<file path="config.mk">
export PLATFORM = sky130hd
export DESIGN_NAME = dma_ctrl
export DESIGN_NICKNAME = d
export VERILOG_FILES = /design/src/rtl/dma_pkg.sv /design/src/rtl/dma_port_mux.sv /design/src/rtl/dma_ctrl.sv
export SDC_FILE = /design/constraint.sdc
export NUM_CORES = 1
export LEC_CHECK = 0
export BUFFER_PORTS_ARGS = -buffer_cell sky130_fd_sc_hd__buf_2
export CELL_PAD_IN_SITES_DETAIL_PLACEMENT = 1
export CELL_PAD_IN_SITES_GLOBAL_PLACEMENT = 1
export CORE_MARGIN = 8
export CORE_UTILIZATION = 34
export DETAILED_ROUTE_END_ITERATION = 7
export MAX_ROUTING_LAYER = met4
export PLACE_DENSITY = 0.83
export SYNTH_ARGS = -nofsm -noshare
export SYNTH_HDL_FRONTEND = slang
export SYNTH_SLANG_ARGS = --single-unit
</file>
<file path="constraint.sdc">
create_clock -name i_clk -period 1.59 [get_ports i_clk]
set_input_delay 0.0795 -clock i_clk [delete_from_list [all_inputs] [get_ports i_clk]]
set_output_delay 0.0795 -clock i_clk [all_outputs]
set_load 0.02 [all_outputs]
</file>
<file path="src/rtl/dma_pkg.sv">
// Shared definitions for the byte-copy DMA controller.
//   DMA_D       : default address/data width of the data memory port
//   dma_state_e : controller state encoding
package dma_pkg;

   localparam int DMA_D = 8;

   typedef enum logic [1:0] {
      IDLE  = 2'd0,
      READ  = 2'd1,
      WRITE = 2'd2,
      DONE  = 2'd3
   } dma_state_e;

endpackage

</file>
<file path="src/rtl/dma_port_mux.sv">
// Data memory port arbiter (combinational).
// The core always owns the port unless the grant is up. With the grant, the
// DMA drives the port in READ and WRITE.
// Ports:
//   i_grant                : DMA owns the port this cycle
//   i_state                : current controller state
//   i_src_ptr / i_dst_ptr  : DMA read / write addresses
//   i_buf                  : byte captured by the last DMA read
//   i_cpu_*                : core request signals
//   o_mem_*                : drive to dat_mem
module dma_port_mux
   import dma_pkg::*;
#(
   parameter int D = DMA_D
) (
   input  logic         i_grant,
   input  logic [1:0]   i_state,
   input  logic [D-1:0] i_src_ptr,
   input  logic [D-1:0] i_dst_ptr,
   input  logic [D-1:0] i_buf,
   input  logic         i_cpu_mem_write,
   input  logic [D-1:0] i_cpu_addr,
   input  logic [D-1:0] i_cpu_data_in,
   output logic [D-1:0] o_mem_addr,
   output logic         o_mem_write_en,
   output logic [D-1:0] o_mem_data_in
);

   always_comb begin
      o_mem_addr     = i_cpu_addr;
      o_mem_data_in  = i_cpu_data_in;
      o_mem_write_en = i_cpu_mem_write;
      if (i_grant) begin
         if (i_state == 2'(READ)) begin
            o_mem_addr     = i_src_ptr;
            o_mem_write_en = 1'b0;
         end else if (i_state == 2'(WRITE)) begin
            o_mem_addr     = i_dst_ptr;
            o_mem_data_in  = i_buf;
            o_mem_write_en = 1'b1;
         end
      end
   end

endmodule

</file>
<file path="src/rtl/dma_ctrl.sv">
// Byte-copy DMA controller sharing a single-port data memory with the core.
// The core has priority: the DMA only advances in cycles with no core access.
// Each byte takes one READ cycle (capture into buf) and one WRITE cycle.
//
//   state | meaning
//   ------+------------------------------------------------------------
//   IDLE  | waiting for i_start; core owns the memory port
//   READ  | fetch byte at src_ptr into buf when granted
//   WRITE | store buf at dst_ptr when granted, advance pointers/count
//   DONE  | single-cycle completion pulse on o_done
//
// Ports:
//   i_clk, i_reset          : clock, synchronous active-high reset
//   i_start                 : copy request (sampled in IDLE only)
//   i_src_addr, i_dst_addr  : first source / destination byte address
//   i_len                   : byte count, 0 completes without memory access
//   i_cpu_mem_read/_write   : core memory requests
//   i_cpu_addr, i_cpu_data_in : core address / write data
//   i_mem_data_out          : combinational read data from dat_mem
//   o_mem_addr, o_mem_write_en, o_mem_data_in : drive to dat_mem
//   o_busy                  : high in READ and WRITE
//   o_done                  : one-cycle pulse in DONE
module dma_ctrl
   import dma_pkg::*;
#(
   parameter int D = DMA_D
) (
   input  logic         i_clk,
   input  logic         i_reset,
   input  logic         i_start,
   input  logic [D-1:0] i_src_addr,
   input  logic [D-1:0] i_dst_addr,
   input  logic [D-1:0] i_len,
   input  logic         i_cpu_mem_read,
   input  logic         i_cpu_mem_write,
   input  logic [D-1:0] i_cpu_addr,
   input  logic [D-1:0] i_cpu_data_in,
   input  logic [D-1:0] i_mem_data_out,
   output logic [D-1:0] o_mem_addr,
   output logic         o_mem_write_en,
   output logic [D-1:0] o_mem_data_in,
   output logic         o_busy,
   output logic         o_done
);

   dma_state_e   r_state;
   logic [D-1:0] r_src_ptr;
   logic [D-1:0] r_dst_ptr;
   logic [D-1:0] r_count;
   logic [D-1:0] r_buf;
   logic         r_busy;
   logic         r_done;

   logic         w_grant;
   logic         w_port_grant;

   assign w_grant = ~i_cpu_mem_read & ~i_cpu_mem_write;
   // While reset is held the port must already be back with the core, so the
   // DMA cannot issue a write in the cycle that aborts a copy.
   assign w_port_grant = w_grant & ~i_reset;

   assign o_busy = r_busy & ~i_reset;
   assign o_done = r_done & ~i_reset;

   always_ff @(posedge i_clk) begin
      if (i_reset) begin
         r_state   <= IDLE;
         r_src_ptr <= '0;
         r_dst_ptr <= '0;
         r_count   <= '0;
         r_buf     <= '0;
         r_busy    <= 1'b0;
         r_done    <= 1'b0;
      end else begin
         r_done <= 1'b0;
         case (r_state)
            IDLE: begin
               if (i_start) begin
                  if (i_len != '0) begin
                     r_src_ptr <= i_src_addr;
                     r_dst_ptr <= i_dst_addr;
                     r_count   <= i_len;
                     r_busy    <= 1'b1;
                     r_state   <= READ;
                  end else begin
                     r_done  <= 1'b1;
                     r_state <= DONE;
                  end
               end
            end
            READ: begin
               if (w_grant) begin
                  r_buf   <= i_mem_data_out;
                  r_state <= WRITE;
               end
            end
            WRITE: begin
               if (w_grant) begin
                  r_src_ptr <= r_src_ptr + D'(1);
                  r_dst_ptr <= r_dst_ptr + D'(1);
                  if (r_count != '0) begin
                     r_count <= r_count - D'(1);
                  end
                  // count of 0 cannot occur here; treat it as last byte anyway
                  if (r_count <= D'(1)) begin
                     r_busy  <= 1'b0;
                     r_done  <= 1'b1;
                     r_state <= DONE;
                  end else begin
                     r_state <= READ;
                  end
               end
            end
            DONE: begin
               r_state <= IDLE;
            end
            default: begin
               r_state <= IDLE;
            end
         endcase
      end
   end

   dma_port_mux #(
      .D (D)
   ) u_port_mux (
      .i_grant         (w_port_grant),
      .i_state         (r_state),
      .i_src_ptr       (r_src_ptr),
      .i_dst_ptr       (r_dst_ptr),
      .i_buf           (r_buf),
      .i_cpu_mem_write (i_cpu_mem_write),
      .i_cpu_addr      (i_cpu_addr),
      .i_cpu_data_in   (i_cpu_data_in),
      .o_mem_addr      (o_mem_addr),
      .o_mem_write_en  (o_mem_write_en),
      .o_mem_data_in   (o_mem_data_in)
   );

endmodule

</file>
# ---- After elaboration in Yosys (flattened, before gate mapping)
# Index checks and enable logic that the tools add are counted.
dict set report word_totals {
  regBits 36
  in_bits 53
  out_inout_bits 19
  wordCells 74
}
dict set report op_classes {
  add_sub_neg 3
  n_lt_le_gt_ge 1
  n_eq_ne 9
  muxes 38
  bitwise_logic 7
  n_reduce_logical 9
}
# op count
set ops {}
lappend ops {{$mux 8} 16}
lappend ops {{$pmux 8 s2} 3}
lappend ops {{$add 8x1->8 const B} 2}
lappend ops {{$reduce_bool 8->1} 2}
lappend ops {{$ne 2x2->1 const B} 6}
lappend ops {{$mux 1} 11}
lappend ops {{$mux 2} 5}
lappend ops {{$reduce_and 5->1} 2}
lappend ops {{$le 8x1->1 const B} 1}
lappend ops {{$pmux 2 s4} 1}
lappend ops {{$sub 8x1->8 const B} 1}
lappend ops {{$and 1x1->1} 4}
lappend ops {{$eq 2x2->1 const B} 2}
lappend ops {{$pmux 1 s2} 2}
lappend ops {{$reduce_and 4->1} 1}
lappend ops {{$not 1->1} 3}
lappend ops {{$reduce_and 3->1} 1}
lappend ops {{$eq 2x1->1 const B} 1}
lappend ops {{$logic_not 2->1} 1}
lappend ops {{$reduce_and 2->1} 1}
lappend ops {{$reduce_bool 2->1} 1}

# ---- Depth between registers and ports, before layout
dict set report logic_depth {
  depth_word 4
  ltp_mapped 7
  mapped_depth_nobuf 6
}

# ---- Modules after synthesis
# From an unflattened synthesis, not the netlist that was laid out.
dict set report unflattened {
  cells_unflattened 324
  area_unflattened_um2 2736.4
}
# module n_inst cells_each area_per_inst_um2 seq_area_each_um2
set modules_own_cells {}
lappend modules_own_cells {dma_ctrl 1 263 2235.9 720.7}
lappend modules_own_cells {dma_port_mux 1 61 500.5 0.0}

# ---- Least setup slack after synthesis
# Ideal clock, no wire load.
dict set report synth_timing {
  path_kind {reg2out}
  startpoint {register r_state[0]}
  endpoint {output port o_mem_addr[0]}
  arrival_ps 1562
  required_ps 1510
  path_slack_ps -51
  stages_incl_launch_ff 8
  path_buffers 3
  cell_sequence {dfxtp_1 -> buf_4 -> or2b_1 -> buf_6 -> buf_6 -> a21oi_2 -> o22ai_1 -> nor2_1}
}
dict set report synth_via {
  elab_chain_len 4
  word_cells_on_any_way 5
  classes_between {2 x eq/ne; 3 x mux}
}
# item line_no
set synth_rtl {}
lappend synth_rtl {{start, declared} dma_ctrl.sv:46} ;# dma_state_e r_state;
lappend synth_rtl {{start signal, assigned} dma_ctrl.sv:67} ;# r_state <= IDLE;
lappend synth_rtl {{start signal, assigned} dma_ctrl.sv:84} ;# r_state <= READ;
lappend synth_rtl {{start signal, assigned} dma_ctrl.sv:87} ;# r_state <= DONE;
lappend synth_rtl {{$eq 2x2->1} dma_port_mux.sv:37} ;# end else if (i_state == 2'(WRITE)) begin
lappend synth_rtl {{$mux 8} dma_port_mux.sv:37}
lappend synth_rtl {{$mux 8 (*)} dma_port_mux.sv:34} ;# if (i_state == 2'(READ)) begin
lappend synth_rtl {{$mux 8 (*)} dma_port_mux.sv:33} ;# if (i_grant) begin
lappend synth_rtl {{end, declared} dma_ctrl.sv:39} ;# output logic [D-1:0] o_mem_addr,
# Mark *: on every way between the ends. The rest lies on a longest branch, timed or not.

# ---- Worst setup path in the final report
dict set report layout_timing {
  startpoint {register r_state[1]}
  endpoint {output port o_mem_addr[3]}
}
# Same word-level chain as after synthesis.

==> flow_summary.json <==
{
  "ys_seq_area_frac": 0.2874,
  "tightest_slew_ps": 493.3,
  "irDropWorstVdd_uv": 400.5,
  "detail-route-antenna-nets": 0,
  "hold_class": "in -> reg",
  "wirelength_um": 13800,
  "area_growth_syn_to_layout_pct": 71.46,
  "die_w_um": 101.9,
  "drt_iter0_markers": 158,
  "final_max_slew_viol_count": 0,
  "numCtsBuffers": 5,
  "diodes": 0,
  "hp-start": "i_mem_data_out[0]",
  "gr-total-overflow": 0,
  "power.switching_w": 0.001330,
  "fin_crit_ps": 1857,
  "ys_warn_count": 0,
  "async_flop_share": 0,
  "worstSkewPairLatency_ps": 300,
  "worst_slack_ps": -266.7,
  "seqPwrFrac": 0.312,
  "hold_depth": 3,
  "drv_cap": 0,
  "cp-end-kind": "output port",
  "avgViaCountPerCell": 6.126,
  "antenna_found_initial": 0,
  "cts-root-buf": "clkbuf_8",
  "die_area_um2": 10380,
  "swShare": 0.3698,
  "total_power_w": 0.003598,
  "cts_tree": "built",
  "setup.worst_path.class": "reg -> out",
  "clock_path_buffers": 2,
  "final.period_utilization": 1.168,
  "synth.distinct_cells": 51,
  "yosysTopAreaCell": "dfxtp_1",
  "required_ps": 1510,
  "grt_pass1_wl_um": 18730,
  "yosys-top-cells-area": "dfxtp_1 (29%), a21oi_1 (6.6%), nand2_1 (5.7%)",
  "finalNetCount": 497,
  "rsz0062_at_grt": "true",
  "ios": 72,
  "syn_inst": 322,
  "timing.fmax_ghz": 0.5386,
  "arrival_ps": 1780,
  "combPwrFrac": 0.427,
  "p_leak_nw": 1.710,
  "clkPwrFrac": 0.261,
  "synth.avg_cell_area_um2": 7.787,
  "detail_route.wl_per_cell_um": 25.60,
  "path_max_fanout": 7,
  "start_util": 0.3476,
  "final_layout_size_suffix_gt1_frac": 0.5795,
  "place_area_um2": 3196,
  "h-tree-depth": 2,
  "die_y_um": 101.9,
  "port_buffers": 71,
  "drc": 0,
  "fin_worst_skew_ps": 12.59,
  "slew_headroom": 0.6681,
  "synthFlopType": "dfxtp_1",
  "r2r-start": "r_state[1]",
  "ys_top_cells_by_count": "nand2_1 (38), dfxtp_1 (36), a21oi_1 (33), nor2_1 (33), nor3_1 (17)",
  "ys_ff_latch": 36,
  "setup_viol": 43,
  "hold_end": "r_buf[0]",
  "power.density_nw_per_um2": 836.9,
  "yosysMostFrequentCell": "nand2_1",
  "hold-worst-slack_ps": 18.80,
  "violations": "setup timing",
  "reg2regPathDepth": 7,
  "gp_congestion": 0.8802,
  "n_fill_cell": 831,
  "core_area_um2": 7214,
  "routed-via-count": 3302,
  "rows": 31,
  "synth_edf_count": 0,
  "stdcell_area_um2": 4299,
  "grt_pass1_vias": 3636,
  "postLayoutCoreUtil": 0.5959,
  "status": "finished, violations left",
  "dr.pass1.iters": 4,
  "grt_start_max_net_pins": 31,
  "clk_pin_slew_ps": 80,
  "synth_area_um2": 2507,
  "grt_use_total": 0.2371,
  "rr_endpoint": "r_dst_ptr[5]",
  "place_ws_ps": -210.2,
  "clock_sinks": 36,
  "power.internal_w": 0.002268,
  "hold_viol": 0,
  "hpwl_um": 7136,
  "r2r_slack_ps": -190,
  "syn_nets": 380,
  "synth_top_area_share": 0.2874,
  "critPathLaunchType": "flop"
}
## routing by layer
metal | share of wire | vias to the layer above | track usage
met2 | 0.49 | 168 | 0.4029
met5 | 0 | - | -
li1 | - | 1438 | -
met3 | 0.068 | 56 | 0.04700
met4 | 0.046 | 0 | 0.1219
met1 | 0.39 | 1640 | 0.2579
## power groups by stage
stage	combinational, W	sequential (W)	clock (W)
final	0.00154	0.00112	0.000938
after global routing	0.00160	0.00113	0.000965
after CTS	0.00125	0.00109	0.000924
after detailed placement	0.000990	0.00110	0
after global placement	0.000953	0.00109	0
after floorplan	0.000598	0.00107	0
## how the worst max path moves through the flow
stage                    start            end  slack (ps)  depth (start not counted)
CTS                 r_state[1]  o_mem_addr[0]        -180                          7
floorplan           r_count[0]     r_count[3]           5                          7
finish              r_state[1]  o_mem_addr[3]        -270                          7
detailed placement  r_state[1]     r_count[3]        -210                          6
global route        r_state[1]   r_dst_ptr[5]        -350                          7
global placement    r_state[1]     r_count[3]        -100                          6
## repair_timing
item                                    CTS  global route
endpoints found under the setup margin   35            44
gates resized for setup                  91            83
buffers inserted                         14             8
hold buffers                              0             0
pin swaps                                29            17
gates cloned                              2             4
## layout make-up
| type | instances | area [um2] | share of cell area |
|---|---|---|---|
| Multi-Input combinational cell | 250 | 2147 | 0.4994 |
| Inverter | 9 | 33.78 | 0.007858 |
| Sequential cell | 36 | 739.5 | 0.1720 |
| Tap cell | 99 | 123.9 | 0.02881 |
| Clock buffer | 7 | 96.34 | 0.02241 |
| Timing Repair Buffer | 137 | 1129 | 0.2625 |
| Clock inverter | 1 | 30.03 | 0.006985 |
## critical path, cell delays in order, from the launching register on
cell,delay [ps]
dfxtp_4,390
or2b_4,300
buf_12,130
a21oi_4,140
buf_6,150
o22ai_2,80
nor2_2,140
buf_6,130
## cells in the final DEF, fill, tap and decap left out, types with 4 or more instances in the layout
master | synthesis | layout
o31ai_1 | 9 | 4
clkbuf_8 | 0 | 7
a21oi_1 | 33 | 26
nor4_2 | 0 | 5
nor2_4 | 0 | 7
nor3_1 | 17 | 10
ha_1 | 5 | 4
inv_1 | 9 | 6
buf_4 | 2 | 44
o31ai_2 | 2 | 5
a21oi_2 | 1 | 5
and3_1 | 4 | 4
nand2_1 | 38 | 35
buf_6 | 5 | 30
buf_2 | 6 | 54
mux2_2 | 8 | 8
mux2i_1 | 5 | 5
nor2b_1 | 6 | 5
nor2_1 | 33 | 18
dfxtp_1 | 36 | 27
dfxtp_2 | 0 | 6
nand3_1 | 7 | 6
buf_12 | 0 | 5
nor3_2 | 0 | 4
nor2_2 | 0 | 8
o32ai_2 | 4 | 6
o22ai_2 | 0 | 4
o21ai_0 | 6 | 4
## flip-flops by register name, summed over array words and instances, names as in the netlist
signal and flops:
r_buf 8, r_dst_ptr 8, r_busy 1, r_done 1
r_src_ptr 8, r_state 2, r_count 8
## cell families after synthesis
group,Yosys count,share of synthesized area
buffers and inverters,36,0.07485
adders and majority gates,5,0.02495
AOI/OAI and AO/OA,95,0.2735
DFF,36,0.2874
muxes,13,0.05589
and+or+nand+nor,137,0.2834
## stage by stage
| stage | TNS [ps] | std cells |
|---|---|---|
| after floorplan | 0 | 322 |
| after global placement | -353.1 | 506 |
| after detailed placement | -1765 | 506 |
| after CTS | -2499 | 529 |
| after global routing | -8515 | 539 |
| final | -6612 | 539 |
Note: power is estimated with default switching activity, not from simulation.
